## config.mk

```make
export PLATFORM = sky130hd
export DESIGN_NAME = instr_issue
export DESIGN_NICKNAME = d
export VERILOG_FILES = /design/src/rtl/instr_issue.sv
export SDC_FILE = /design/constraint.sdc
export NUM_CORES = 1
export LEC_CHECK = 0
export ABC_CLOCK_PERIOD_IN_PS = 3800
export CAP_MARGIN = 20
export CORE_MARGIN = 2
export CORE_UTILIZATION = 45
export DETAILED_ROUTE_END_ITERATION = 6
export DONT_BUFFER_PORTS = 1
export SYNTH_ARGS = -nofsm -noshare
export SYNTH_HDL_FRONTEND = slang
export SYNTH_SLANG_ARGS = --single-unit
```

## constraint.sdc

```tcl
create_clock -name clk -period 3.8 [get_ports clk]
set_clock_uncertainty 0.05 [all_clocks]
set_input_delay 0.57 -clock clk [delete_from_list [all_inputs] [get_ports clk]]
set_output_delay 0.57 -clock clk [all_outputs]
set_load 0.005 [all_outputs]
```

## src/rtl/instr_issue.sv

```systemverilog
// Instruction fetch/issue front end: reads a program from synchronous instruction memory,
// drops illegal opcodes, buffers words in a prefetch FIFO and issues them over valid/ready.
module instr_issue #(
   parameter int unsigned PC_W  = 8,
   parameter int unsigned DEPTH = 4
) (
   input  logic            clk,
   input  logic            sys_rst,
   input  logic            start,
   input  logic [PC_W-1:0] start_pc,
   input  logic [PC_W:0]   prog_len,
   input  logic            halt_req,
   output logic            imem_rd,
   output logic [PC_W-1:0] imem_addr,
   input  logic [31:0]     imem_rdata,
   output logic [31:0]     ir,
   output logic            ir_valid,
   input  logic            ir_ready,
   output logic [PC_W-1:0] pc_out,
   output logic            busy,
   output logic            done,
   output logic            illegal
);

   localparam int unsigned PtrW  = $clog2(DEPTH);
   localparam int unsigned CntW  = PtrW + 1;
   localparam int unsigned OccW  = CntW + 1;
   localparam logic [4:0]  MaxOp = 5'd4;

   typedef enum logic [1:0] {StIdle, StRun, StDrain, StDone} state_e;

   state_e            state_q, state_d;
   logic [PC_W-1:0]   pc_q, pc_d;
   logic [PC_W:0]     len_q, len_d;
   logic [PC_W:0]     fetched_q, fetched_d;
   logic              inflight_q, inflight_d;
   logic [PC_W-1:0]   infl_addr_q, infl_addr_d;
   logic [PtrW-1:0]   wr_ptr_q, wr_ptr_d;
   logic [PtrW-1:0]   rd_ptr_q, rd_ptr_d;
   logic [CntW-1:0]   count_q, count_d;
   logic [31:0]       ir_q, ir_d;
   logic [PC_W-1:0]   pc_out_q, pc_out_d;
   logic              ir_valid_q, ir_valid_d;
   logic              illegal_q, illegal_d;
   logic              busy_q, busy_d;
   logic              done_q, done_d;

   logic [31:0]       fifo_data_q [DEPTH];
   logic [PC_W-1:0]   fifo_addr_q [DEPTH];

   logic              active;
   logic              halt;
   logic              rd;
   logic              opcode_ok;
   logic              push;
   logic              pop;
   logic [OccW-1:0]   occupancy;

   always_comb begin
      state_d     = state_q;
      pc_d        = pc_q;
      len_d       = len_q;
      fetched_d   = fetched_q;
      infl_addr_d = infl_addr_q;
      wr_ptr_d    = wr_ptr_q;
      rd_ptr_d    = rd_ptr_q;
      count_d     = count_q;
      ir_d        = ir_q;
      pc_out_d    = pc_out_q;
      ir_valid_d  = ir_valid_q;
      illegal_d   = illegal_q;

      active    = (state_q == StRun) || (state_q == StDrain);
      halt      = halt_req && active;
      // Reserve a FIFO slot for the read still returning so a push never finds it full.
      occupancy = {1'b0, count_q} + {{CntW{1'b0}}, inflight_q};
      rd        = (state_q == StRun) && !halt && (fetched_q < len_q)
                  && (occupancy < OccW'(DEPTH));
      opcode_ok = imem_rdata[31:27] <= MaxOp;
      push      = inflight_q && opcode_ok && !halt;
      pop       = (count_q != '0) && (!ir_valid_q || ir_ready) && !halt;

      inflight_d = rd;
      if (rd) begin
         pc_d        = pc_q + {{(PC_W-1){1'b0}}, 1'b1};
         fetched_d   = fetched_q + {{PC_W{1'b0}}, 1'b1};
         infl_addr_d = pc_q;
      end

      if (push) begin
         wr_ptr_d = wr_ptr_q + {{(PtrW-1){1'b0}}, 1'b1};
      end
      if (pop) begin
         rd_ptr_d = rd_ptr_q + {{(PtrW-1){1'b0}}, 1'b1};
      end
      case ({push, pop})
         2'b10:   count_d = count_q + {{(CntW-1){1'b0}}, 1'b1};
         2'b01:   count_d = count_q - {{(CntW-1){1'b0}}, 1'b1};
         default: count_d = count_q;
      endcase

      if (pop) begin
         ir_d       = fifo_data_q[rd_ptr_q];
         pc_out_d   = fifo_addr_q[rd_ptr_q];
         ir_valid_d = 1'b1;
      end else if (ir_valid_q && ir_ready) begin
         ir_valid_d = 1'b0;
      end

      if (inflight_q && !opcode_ok && !halt) begin
         illegal_d = 1'b1;
      end

      case (state_q)
         StIdle, StDone: begin
            if (start) begin
               pc_d      = start_pc;
               len_d     = prog_len;
               fetched_d = '0;
               illegal_d = 1'b0;
               state_d   = (prog_len == '0) ? StDone : StRun;
            end
         end
         StRun: begin
            if (fetched_q == len_q) begin
               state_d = StDrain;
            end
         end
         StDrain: begin
            if ((count_q == '0) && !inflight_q && !ir_valid_q) begin
               state_d = StDone;
            end
         end
         default: state_d = StIdle;
      endcase

      // Abort wins over everything: drop buffered words and the returning read.
      if (halt) begin
         state_d    = StDone;
         wr_ptr_d   = '0;
         rd_ptr_d   = '0;
         count_d    = '0;
         inflight_d = 1'b0;
         ir_valid_d = 1'b0;
         ir_d       = '0;
         pc_out_d   = '0;
      end

      busy_d = (state_d == StRun) || (state_d == StDrain);
      done_d = (state_d == StDone);
   end

   always_ff @(posedge clk) begin
      if (sys_rst) begin
         state_q     <= StIdle;
         pc_q        <= '0;
         len_q       <= '0;
         fetched_q   <= '0;
         inflight_q  <= 1'b0;
         infl_addr_q <= '0;
         wr_ptr_q    <= '0;
         rd_ptr_q    <= '0;
         count_q     <= '0;
         ir_q        <= '0;
         pc_out_q    <= '0;
         ir_valid_q  <= 1'b0;
         illegal_q   <= 1'b0;
         busy_q      <= 1'b0;
         done_q      <= 1'b0;
      end else begin
         state_q     <= state_d;
         pc_q        <= pc_d;
         len_q       <= len_d;
         fetched_q   <= fetched_d;
         inflight_q  <= inflight_d;
         infl_addr_q <= infl_addr_d;
         wr_ptr_q    <= wr_ptr_d;
         rd_ptr_q    <= rd_ptr_d;
         count_q     <= count_d;
         ir_q        <= ir_d;
         pc_out_q    <= pc_out_d;
         ir_valid_q  <= ir_valid_d;
         illegal_q   <= illegal_d;
         busy_q      <= busy_d;
         done_q      <= done_d;
      end
   end

   // Storage needs no reset: count_q alone decides which entries are meaningful.
   always_ff @(posedge clk) begin
      if (push) begin
         fifo_data_q[wr_ptr_q] <= imem_rdata;
         fifo_addr_q[wr_ptr_q] <= infl_addr_q;
      end
   end

   assign imem_rd   = rd;
   assign imem_addr = pc_q;
   assign ir        = ir_q;
   assign ir_valid  = ir_valid_q;
   assign pc_out    = pc_out_q;
   assign busy      = busy_q;
   assign done      = done_q;
   assign illegal   = illegal_q;

endmodule

```

==> results of run 1 <==
where the power goes:
group          switching (uW)  internal (uW)
logic                     466            253
clock network             984           1620
registers                 108           2960
layer usage:
layer,global-route usage [%],part of all wire (%),up-vias
met5,0,0,-
met3,4.879,8.2,34
met4,3.868,1.6,0
li1,-,-,2609
met1,22.08,41,2825
met2,29.39,49,175
worst max-delay path: cells and delay by family, from the launching register on:
family	cells	cell delay [ps]
adders and majority gates	1	150
and+or+nand+nor	3	1540
DFF	1	320
buffers and inverters	2	120
synthesized netlist by cell type, drive strengths merged, types with 4 or more instances:
| library cell | n |
|---|---|
| o21ai | 18 |
| a311oi | 6 |
| a21oi | 69 |
| inv | 25 |
| edfxtp | 160 |
| nor3 | 7 |
| ha | 19 |
| nand2b | 4 |
| nor2b | 4 |
| nor4 | 8 |
| mux4 | 40 |
| nand2 | 107 |
| buf | 8 |
| nand3 | 18 |
| or4 | 7 |
| o31ai | 8 |
| dfxtp | 88 |
| or3 | 7 |
| nor2 | 24 |
| nand4 | 5 |
| mux2i | 5 |
| clkbuf | 33 |
state kept, by name, indices dropped and copies added (netlist names), 3 cells and up:
register	count
fifo_data_q	128
len_q	9
infl_addr_q	8
fifo_addr_q	32
count_q	3
pc_out	8
imem_addr	8
fetched_q	9
ir	32
final cells by class:
type / count / area [um^2] / area share, %
clock buffers: 35 / 735.7 / 6.765
clock inverters: 13 / 163.9 / 1.507
inverters: 26 / 97.59 / 0.8974
multi-input cells: 383 / 2840 / 26.12
flip-flops and latches: 248 / 6571 / 60.42
well taps: 275 / 344.1 / 3.164
repair buffers: 12 / 122.6 / 1.127
final timing paths:
kind | slack, ps | end | from | cells after the start
worst max-delay path | 520 | imem_rd | state_q[1]$_SDFF_PP0_ | 6
worst min-delay path | 70 | busy$_SDFF_PP0_ | sys_rst | 1
worst max register to register | 900 | imem_addr[4]$_SDFF_PP0_ | state_q[1]$_SDFF_PP0_ | 7
worst min register to register | 400 | len_q[3]$_SDFFE_PP0P_ | len_q[3]$_SDFFE_PP0P_ | 2
per-stage QoR:
| stage | hold WS (ps) | worst slack, ps | util, % | area [um^2] | total power, uW |
|---|---|---|---|---|---|
| after floorplan | 386.3 | 332.9 | - | 9634 | 3625 |
| after global placement | 393.5 | 959.9 | 47.19 | 9921 | 3772 |
| after detailed placement | 393.2 | 906.2 | 47.29 | 9941 | 3803 |
| after CTS | 50.03 | 429.7 | 51.57 | 10840 | 6411 |
| after global routing | 52.20 | 363.8 | 51.74 | 10880 | 6654 |
| final | 69.51 | 521.3 | 51.74 | 10880 | 6390 |
cell families (layout without fill, tap and decap cells):
logic type                 after synthesis  count (layout)
buffers and inverters                   67              86
muxes                                   45              45
adders and majority gates               20              20
xor gates and xnor gates                 5               5
and+or+nand+nor                        200             200
DFF                                    248             248
AOI/OAI and AO/OA                      113             113
layout by cell type (no fill, tap or decap), types with 4 or more instances in the layout:
cell	netlist	final
edfxtp_1	160	160
nand2_1	107	107
dfxtp_1	88	86
a21oi_1	69	69
mux4_2	40	40
clkbuf_16	0	27
inv_1	25	25
nor2_1	24	20
ha_1	19	19
o21ai_0	18	18
nand3_1	18	18
buf_4	0	9
nor4_1	8	8
o31ai_1	8	8
or3_1	7	7
nor3_1	7	7
or4_1	6	6
a311oi_1	6	6
nand4_1	5	5
mux2i_1	5	5
clkbuf_1	32	5
clkinv_2	0	5
nor2b_1	4	4
clkinv_1	1	4
nor2_4	0	4
bufinv_16	0	4
==> results.yml, run 1 <==
outcome:
  status: "complete, no violations"
synth:
  synthMuxAreaShare_pct: 9.870
  synth-xor-area-share_pct: 0.4545
  yosys_register_bits: 248
  synth_adder_area_share_pct: 2.675
  netlist_top_cells_area: "edfxtp_1 (50%), dfxtp_1 (18%), mux4_2 (9.4%), nand2_1 (4.2%), a21oi_1 (3.6%)"
  main_combinational_cell_family_by_area_after_synthesis: "multiplexers"
  synth_cell_types: 42
  yosysTopAreaCellShare_pct: 49.87
  synth_top_flop_cell: "edfxtp_1"
  synth.avg_cell_area_um2: 13.80
  synthesis.nets: 772
  syn_inst: 698
  yosysWarningCount: 0
  synth-compound-area-share_pct: 6.649
  synth_enable_flop_cells: 160
  yosys.area.top_type: "edfxtp_1"
  synth_cell_area_um2: 9634
  seq_area_frac_synth_pct: 68.16
  asyncSetResetFlopFracSynth_pct: 0
  synth_simple_gate_area_share_pct: 9.494
cells_and_area:
  filler_instances: 1757
  nets: 771
  non_filler_cells_final: 992
  antennaDiodeCount: 0
  drive_gt1_share_pct: 13.95
  area_growth_syn_to_layout_pct: 12.88
placed_design:
  placer_congestion: 0.8085
  numPlacedInstances: 942
  dp_hpwl_mm: 11.64
  io_buffer_count: 0
sta:
  achievable-frequency_ghz: 0.3050
  setup_repair_after_global_routing_missed_its_margin: "false"
  final_period_minus_worst_setup_slack_ps: 3279
  final_count_of_negative_setup_slack_endpoints: 0
  timing.slew.headroom_pct: 31.89
  min_period_over_period_pct: 86.28
  worstMarginPinSlew_ps: 1022
  count_of_pins_over_their_slew_limit: 0
  finalHoldViolations: 0
  fin_setup_tns_ps: 0
floorplanning:
  chipHeight_um: 150.3
  die_area_um2: 22600
  dieWidth_um: 150.3
  core_footprint_um2: 21020
  initial_core_util_pct: 45.83
  top_level_ports: 107
  rows: 53
routing:
  dr.pass1.iters: 5
  wl_per_cell_um: 19.51
  wl_mm: 19.36
  via_count: 5643
  remaining_drc_errors: 0
  starting_drc_count_in_detailed_routing: 367
  postRouteAntennaNets: 0
  avgViaCountPerCell: 5.689
clock_tree:
  postCtsHoldBufs: 0
  cts_bufs_inserted: 26
  clock_sink_count: 248
  h-tree-depth: 1
  insertion_delay_of_the_later_clocked_pin_in_the_worst_skew_pair_ps: 510
  cts-root-to-sink-buffers: 3
  post-cts-setup-buffer-count: 0
  post_cts_resized: 0
  cts_tree: "yes"
  clkTransAtPathRegs_ps: 60
  clock_root_buffer: "clkbuf_16"
setup_path:
  crit_slowest_cell: "or3_1"
  startpoint_type: "register"
  sort_of_element_at_the_end_of_the_critical_path: "output pin"
  required_ps: 3180
  crit_path_max_incr_delay_ps: 780
  worst-path-max-fanout: 33
  cpMostUsedCell: "inv_1"
  critPathKind: "reg2out"
  timing.critical_path.arrival_ps: 2660
  worstPathCellList: "inv_1 > ha_1 > inv_1 > or4_4 > or3_1 > nor2_1"
global_route:
  first_global_vias: 5543
  globalRoute.totalOverflow: 0
  grt_pass1_wl_mm: 30.22
  grt_antenna_before_repair: 0
  grt_max_degree: 50
  gr-usage-all-layers_pct: 17.27
pwr:
  p_leak_uw: 0.003414
  worst_supply_voltage_drop_on_vdd_mv: 0.3418
  cellPowerDensity_nw_per_um2: 587.6
job:
  cap_viol_max_count: 0
hold_path:
  hold_path_class: "in2reg"
No activity file was read; power rests on OpenSTA's default activity.
==> run 2, diff against run 1 <==
- SLEW_MARGIN: default -> 20
==> run 2 against run 1 <==
  * Sequential cell count unchanged
  * Global-route usage unchanged
  * Clock power hardly changed
  * Non-clock buffer count fell by 2
  * Die area unchanged
  * Highest routed layer unchanged
  * Via count shrank 0.27%
  * Largest power group unchanged
  * Final cell count down 0.20%
  * Worst setup slack got worse by 2.6 ps
  * Power down 0.54%
==> results.yml, run 2 (synthesis gave the netlist of run 1 again) <==
cells_and_area:
  antennaDiodeCount: 0
  mostFrequentLayoutCell: "edfxtp_1"
  area_growth_syn_to_layout_pct: 12.58
  combined_flip_flop_and_latch_cell_area_um2: 6571
  filler_instances: 1761
  drive_gt1_share_pct: 13.85
  finalInstanceArea_um2: 10850
  multi_input_comb_area_um2: 2846
  largest_register: "fifo_data_q"
  largest_register_ffs: 128
  nets: 769
  layout.cells.most_common_list: "edfxtp_1 (160), nand2_1 (107), dfxtp_1 (86), a21oi_1 (69), mux4_2 (40)"
sta:
  finalHoldViolations: 0
  setup_repair_after_global_routing_missed_its_margin: "false"
  fin_setup_tns_ps: 0
  achievable-frequency_ghz: 0.3048
  min_period_over_period_pct: 86.35
  count_of_pins_over_their_slew_limit: 0
  timing.slew.headroom_pct: 31.90
  final_count_of_negative_setup_slack_endpoints: 0
  final_period_minus_worst_setup_slack_ps: 3281
  worstMarginPinSlew_ps: 1022
floorplanning:
  dieWidth_um: 150.3
  rows: 53
  initial_core_util_pct: 45.83
  die_area_um2: 22600
  core_footprint_um2: 21020
  top_level_ports: 107
  chipHeight_um: 150.3
setup_path:
  worst-path-max-fanout: 33
  crit_slowest_cell: "or3_1"
  crit_path_max_incr_delay_ps: 780
  timing.critical_path.arrival_ps: 2660
  worstPathCellList: "inv_1 > ha_1 > inv_1 > or4_4 > or3_1 > nor2_1"
  sort_of_element_at_the_end_of_the_critical_path: "output pin"
  cpMostUsedCell: "inv_1"
  required_ps: 3180
  startpoint_type: "register"
  critPathKind: "reg2out"
clock_tree:
  clock_sink_count: 248
  clkTransAtPathRegs_ps: 60
  cts-root-to-sink-buffers: 3
  post-cts-setup-buffer-count: 0
  post_cts_resized: 0
  postCtsHoldBufs: 0
  cts_bufs_inserted: 26
  insertion_delay_of_the_later_clocked_pin_in_the_worst_skew_pair_ps: 510
  clock_root_buffer: "clkbuf_16"
  cts_tree: "yes"
  h-tree-depth: 1
routing:
  avgViaCountPerCell: 5.685
  via_count: 5628
  starting_drc_count_in_detailed_routing: 437
  postRouteAntennaNets: 0
  wl_per_cell_um: 19.56
  remaining_drc_errors: 0
  wl_mm: 19.37
  dr.pass1.iters: 7
global_route:
  grt_max_degree: 50
  globalRoute.totalOverflow: 0
  grt_antenna_before_repair: 0
  grt_pass1_wl_mm: 30.22
  first_global_vias: 5543
  gr-usage-all-layers_pct: 17.27
pwr:
  cellPowerDensity_nw_per_um2: 585.9
  worst_supply_voltage_drop_on_vdd_mv: 0.3575
  p_leak_uw: 0.003403
placed_design:
  dp_hpwl_mm: 11.64
  io_buffer_count: 0
  detailed_place.area_um2: 9941
  placer_congestion: 0.8085
outcome:
  status: "complete, no violations"
job:
  cap_viol_max_count: 0
hold_path:
  hold_path_class: "in2reg"
-- run 2: worst max-delay path: cells and delay by family (launching register included) --
| kind | cells | cell delay, ps |
|---|---|---|
| simple gates | 3 | 1550 |
| fa+ha+maj | 1 | 150 |
| buf+inv | 2 | 120 |
| flops | 1 | 320 |
-- run 2: routing by layer --
metal	up-vias	GRT usage [%]	share of wire, %	wire length [um]
met5	-	0	0	0
met4	0	3.868	1.6	301
met3	33	4.879	7.8	1505
met2	181	29.39	49	9455
met1	2812	22.08	42	8103
li1	2602	-	-	-
-- run 2: final timing paths --
kind                         startpoint                 endpoint  slack, ps  cells past startpoint
setup reg to reg  state_q[1]$_SDFF_PP0_  imem_addr[4]$_SDFF_PP0_        900                      7
setup / recovery  state_q[1]$_SDFF_PP0_                  imem_rd        520                      6
hold / removal                  sys_rst          busy$_SDFF_PP0_         70                      1
hold reg to reg   len_q[3]$_SDFFE_PP0P_    len_q[3]$_SDFFE_PP0P_        400                      2
-- run 2: cell type report --
type,count,area share (%)
clock buffer,35,6.783
clock inverter,13,1.511
inverter,26,0.8998
multi-input combinational,383,26.24
sequential,248,60.58
tap,275,3.172
timing repair buffer,10,0.8075
-- run 2: report_power, final --
group	switching [uW]	total [uW]	internal, uW
combinational	460	687	227
sequential	108	3060	2960
clock	982	2610	1620
total	1550	6360	4810
-- run 2: stage by stage --
| stage | util [%] | setup slack [ps] | power (uW) | cells | hold WS, ps |
|---|---|---|---|---|---|
| 5_1_grt | 51.60 | 363.8 | 6621 | 990 | 52.25 |
| 2_1_floorplan | - | 332.9 | 3625 | 698 | 386.3 |
| 4_1_cts | 51.57 | 429.7 | 6411 | 990 | 50.03 |
| 6_report | 51.60 | 518.7 | 6355 | 990 | 69.80 |
| 3_5_place_dp | 47.29 | 906.2 | 3803 | 942 | 393.2 |
| 3_3_place_gp | 47.19 | 959.9 | 3772 | 941 | 393.5 |
==> run 3, diff against run 2 <==
--- a/config.mk
+++ b/config.mk
@@ -8,5 +8,4 @@
 export ABC_CLOCK_PERIOD_IN_PS = 3800
 export CAP_MARGIN = 20
-export CORE_MARGIN = 2
 export CORE_UTILIZATION = 45
 export DETAILED_ROUTE_END_ITERATION = 6
==> constraint.sdc (replaced) <==
create_clock -name clk -period 3.8 [get_ports clk]
set_clock_uncertainty 0.05 [all_clocks]
set_input_delay 0.76 -clock clk [delete_from_list [all_inputs] [get_ports clk]]
set_output_delay 0.76 -clock clk [all_outputs]
set_load 0.005 [all_outputs]
==> run 3 against run 2 <==
  * Non-clock buffer count is 3 higher
  * Sequential power barely moved
  * Die area decreased by 2.6%
  * Via count is 1.3% lower
  * Count of clock-buffer cells in the layout grew 5
==> results.yml, run 3 (synthesis gave the netlist of run 1 again) <==
setup_path:
  timing.rr.start: "state_q[0]$_SDFF_PP0_"
  crit_slowest_cell: "or3_1"
  timing.critical_path.arrival_ps: 2360
  rrSetupSlack_ps: 920
  startpoint_type: "register"
  worstPathCellList: "inv_1 > ha_1 > inv_1 > or4_4 > or3_1 > nor2_1"
  critPathKind: "reg2out"
  worst-path-max-fanout: 12
  reg2reg_to: "count_q[2]$_SDFFE_PP0P_"
  worst_r2r_path_depth: 11
  setup.worst_path.start: "state_q[1]$_SDFF_PP0_"
  cpMostUsedCell: "inv_1"
  sort_of_element_at_the_end_of_the_critical_path: "output pin"
  required_ps: 2990
  crit_path_max_incr_delay_ps: 530
  worst_setup_endpoint: "imem_rd"
global_route:
  first_global_vias: 5598
  globalRoute.totalOverflow: 0
  grt_pass1_wl_mm: 29.75
  gr-usage-all-layers_pct: 17.56
  grt_max_degree: 43
  grt_antenna_before_repair: 0
clock_tree:
  clock_sink_count: 248
  post_cts_resized: 0
  postCtsHoldBufs: 0
  insertion_delay_of_the_later_clocked_pin_in_the_worst_skew_pair_ps: 500
  h-tree-depth: 1
  cts-root-to-sink-buffers: 3
  clkTransAtPathRegs_ps: 60
  cts_tree: "yes"
  clock_root_buffer: "clkbuf_16"
  cts_bufs_inserted: 26
  post-cts-setup-buffer-count: 0
pwr:
  final_total_power_uw: 6224
  cellPowerDensity_nw_per_um2: 574.5
  worst_supply_voltage_drop_on_vdd_mv: 0.5138
  p_leak_uw: 0.003393
cells_and_area:
  area_growth_syn_to_layout_pct: 12.47
  mostFrequentLayoutCell: "edfxtp_1"
  antennaDiodeCount: 0
  layout.cells.most_common_list: "edfxtp_1 (160), nand2_1 (107), dfxtp_1 (86), a21oi_1 (69), mux4_2 (40)"
  finalInstanceArea_um2: 10840
  nets: 772
  drive_gt1_share_pct: 13.79
  largest_register_ffs: 128
  largest_register: "fifo_data_q"
sta:
  setup_repair_after_global_routing_missed_its_margin: "false"
  final_period_minus_worst_setup_slack_ps: 3166
  achievable-frequency_ghz: 0.3158
  worstMarginPinSlew_ps: 956.4
  final_count_of_negative_setup_slack_endpoints: 0
  timing.slew.headroom_pct: 36.09
  count_of_pins_over_their_slew_limit: 0
  finalHoldViolations: 0
  fin_setup_tns_ps: 0
  min_period_over_period_pct: 83.32
floorplanning:
  chipHeight_um: 148.3
  rows: 53
  core_footprint_um2: 21020
  dieWidth_um: 148.3
  top_level_ports: 107
  initial_core_util_pct: 45.83
  die_area_um2: 22000
routing:
  wl_mm: 19.07
  starting_drc_count_in_detailed_routing: 289
  avgViaCountPerCell: 5.592
  remaining_drc_errors: 0
  postRouteAntennaNets: 0
  wl_per_cell_um: 19.20
  via_count: 5553
  dr.pass1.iters: 4
placed_design:
  io_buffer_count: 0
  detailed_place.area_um2: 9991
  placer_congestion: 0.8329
  dp_hpwl_mm: 11.80
job:
  cap_viol_max_count: 0
hold_path:
  hold_path_class: "in2reg"
  worst_hold_startpoint: "sys_rst"
outcome:
  status: "complete, no violations"
==> run 3: cell types whose count changed in the layout (fill, tap and decap cells not counted), sizes merged <==
cell / previous run / this run
buf: 10 / 13
clkinv: 9 / 7
bufinv: 4 / 2
clkinvlp: 1 / 0
clkbuf: 35 / 40
==> run 3: power by group <==
group | switching [uW] | total, uW | internal, uW
Sequential | 108 | 3060 | 2950
Clock | 967 | 2470 | 1500
Combinational | 455 | 696 | 241
Total | 1530 | 6220 | 4690
==> run 3: routing by layer <==
metal,track usage (%),share of wire [%]
met1,21.23,41
met5,0,0
met2,30.66,50
met3,5.491,8.3
met4,3.918,1.2
==> run 3: area by class of cell <==
| type | instances | area, um^2 |
|---|---|---|
| Tap cell | 275 | 344.1 |
| Multi-Input combinational cell | 383 | 2840 |
| Inverter | 26 | 97.59 |
| Clock inverter | 8 | 90.09 |
| Clock buffer | 40 | 754.5 |
| Timing Repair Buffer | 13 | 135.1 |
| Fill cell | 1748 | 10190 |
| Sequential cell | 248 | 6574 |
==> run 3: per-stage QoR <==
stage          hold slack (ps)  util, %  setup slack (ps)  cells
3_3_place_gp             393.3    47.52             863.5    945
5_1_grt                  245.2    51.54             524.7    993
6_report                 269.9    51.54             633.7    993
2_1_floorplan            386.3        -             305.3    698
3_5_place_dp             394.8    47.53             805.3    945
4_1_cts                  247.8    51.54             613.8    993
==> run 3: worst min path at each step <==
stage | depth (start not counted) | slack (ps) | endpoint
2_1_floorplan | 2 | 390 | len_q[1]$_SDFFE_PP0P_
3_3_place_gp | 2 | 390 | len_q[1]$_SDFFE_PP0P_
3_5_place_dp | 2 | 390 | len_q[7]$_SDFFE_PP0P_
4_1_cts | 1 | 250 | len_q[6]$_SDFFE_PP0P_
5_1_grt | 1 | 250 | len_q[6]$_SDFFE_PP0P_
6_report | 1 | 270 | len_q[8]$_SDFFE_PP0P_
==> run 3: critical path: cells and delay by family, from the launching register on <==
kind                       cells  cell delay [ps]
buffers and inverters          2              140
and+or+nand+nor                3             1230
DFF                            1              320
adders and majority gates      1              160
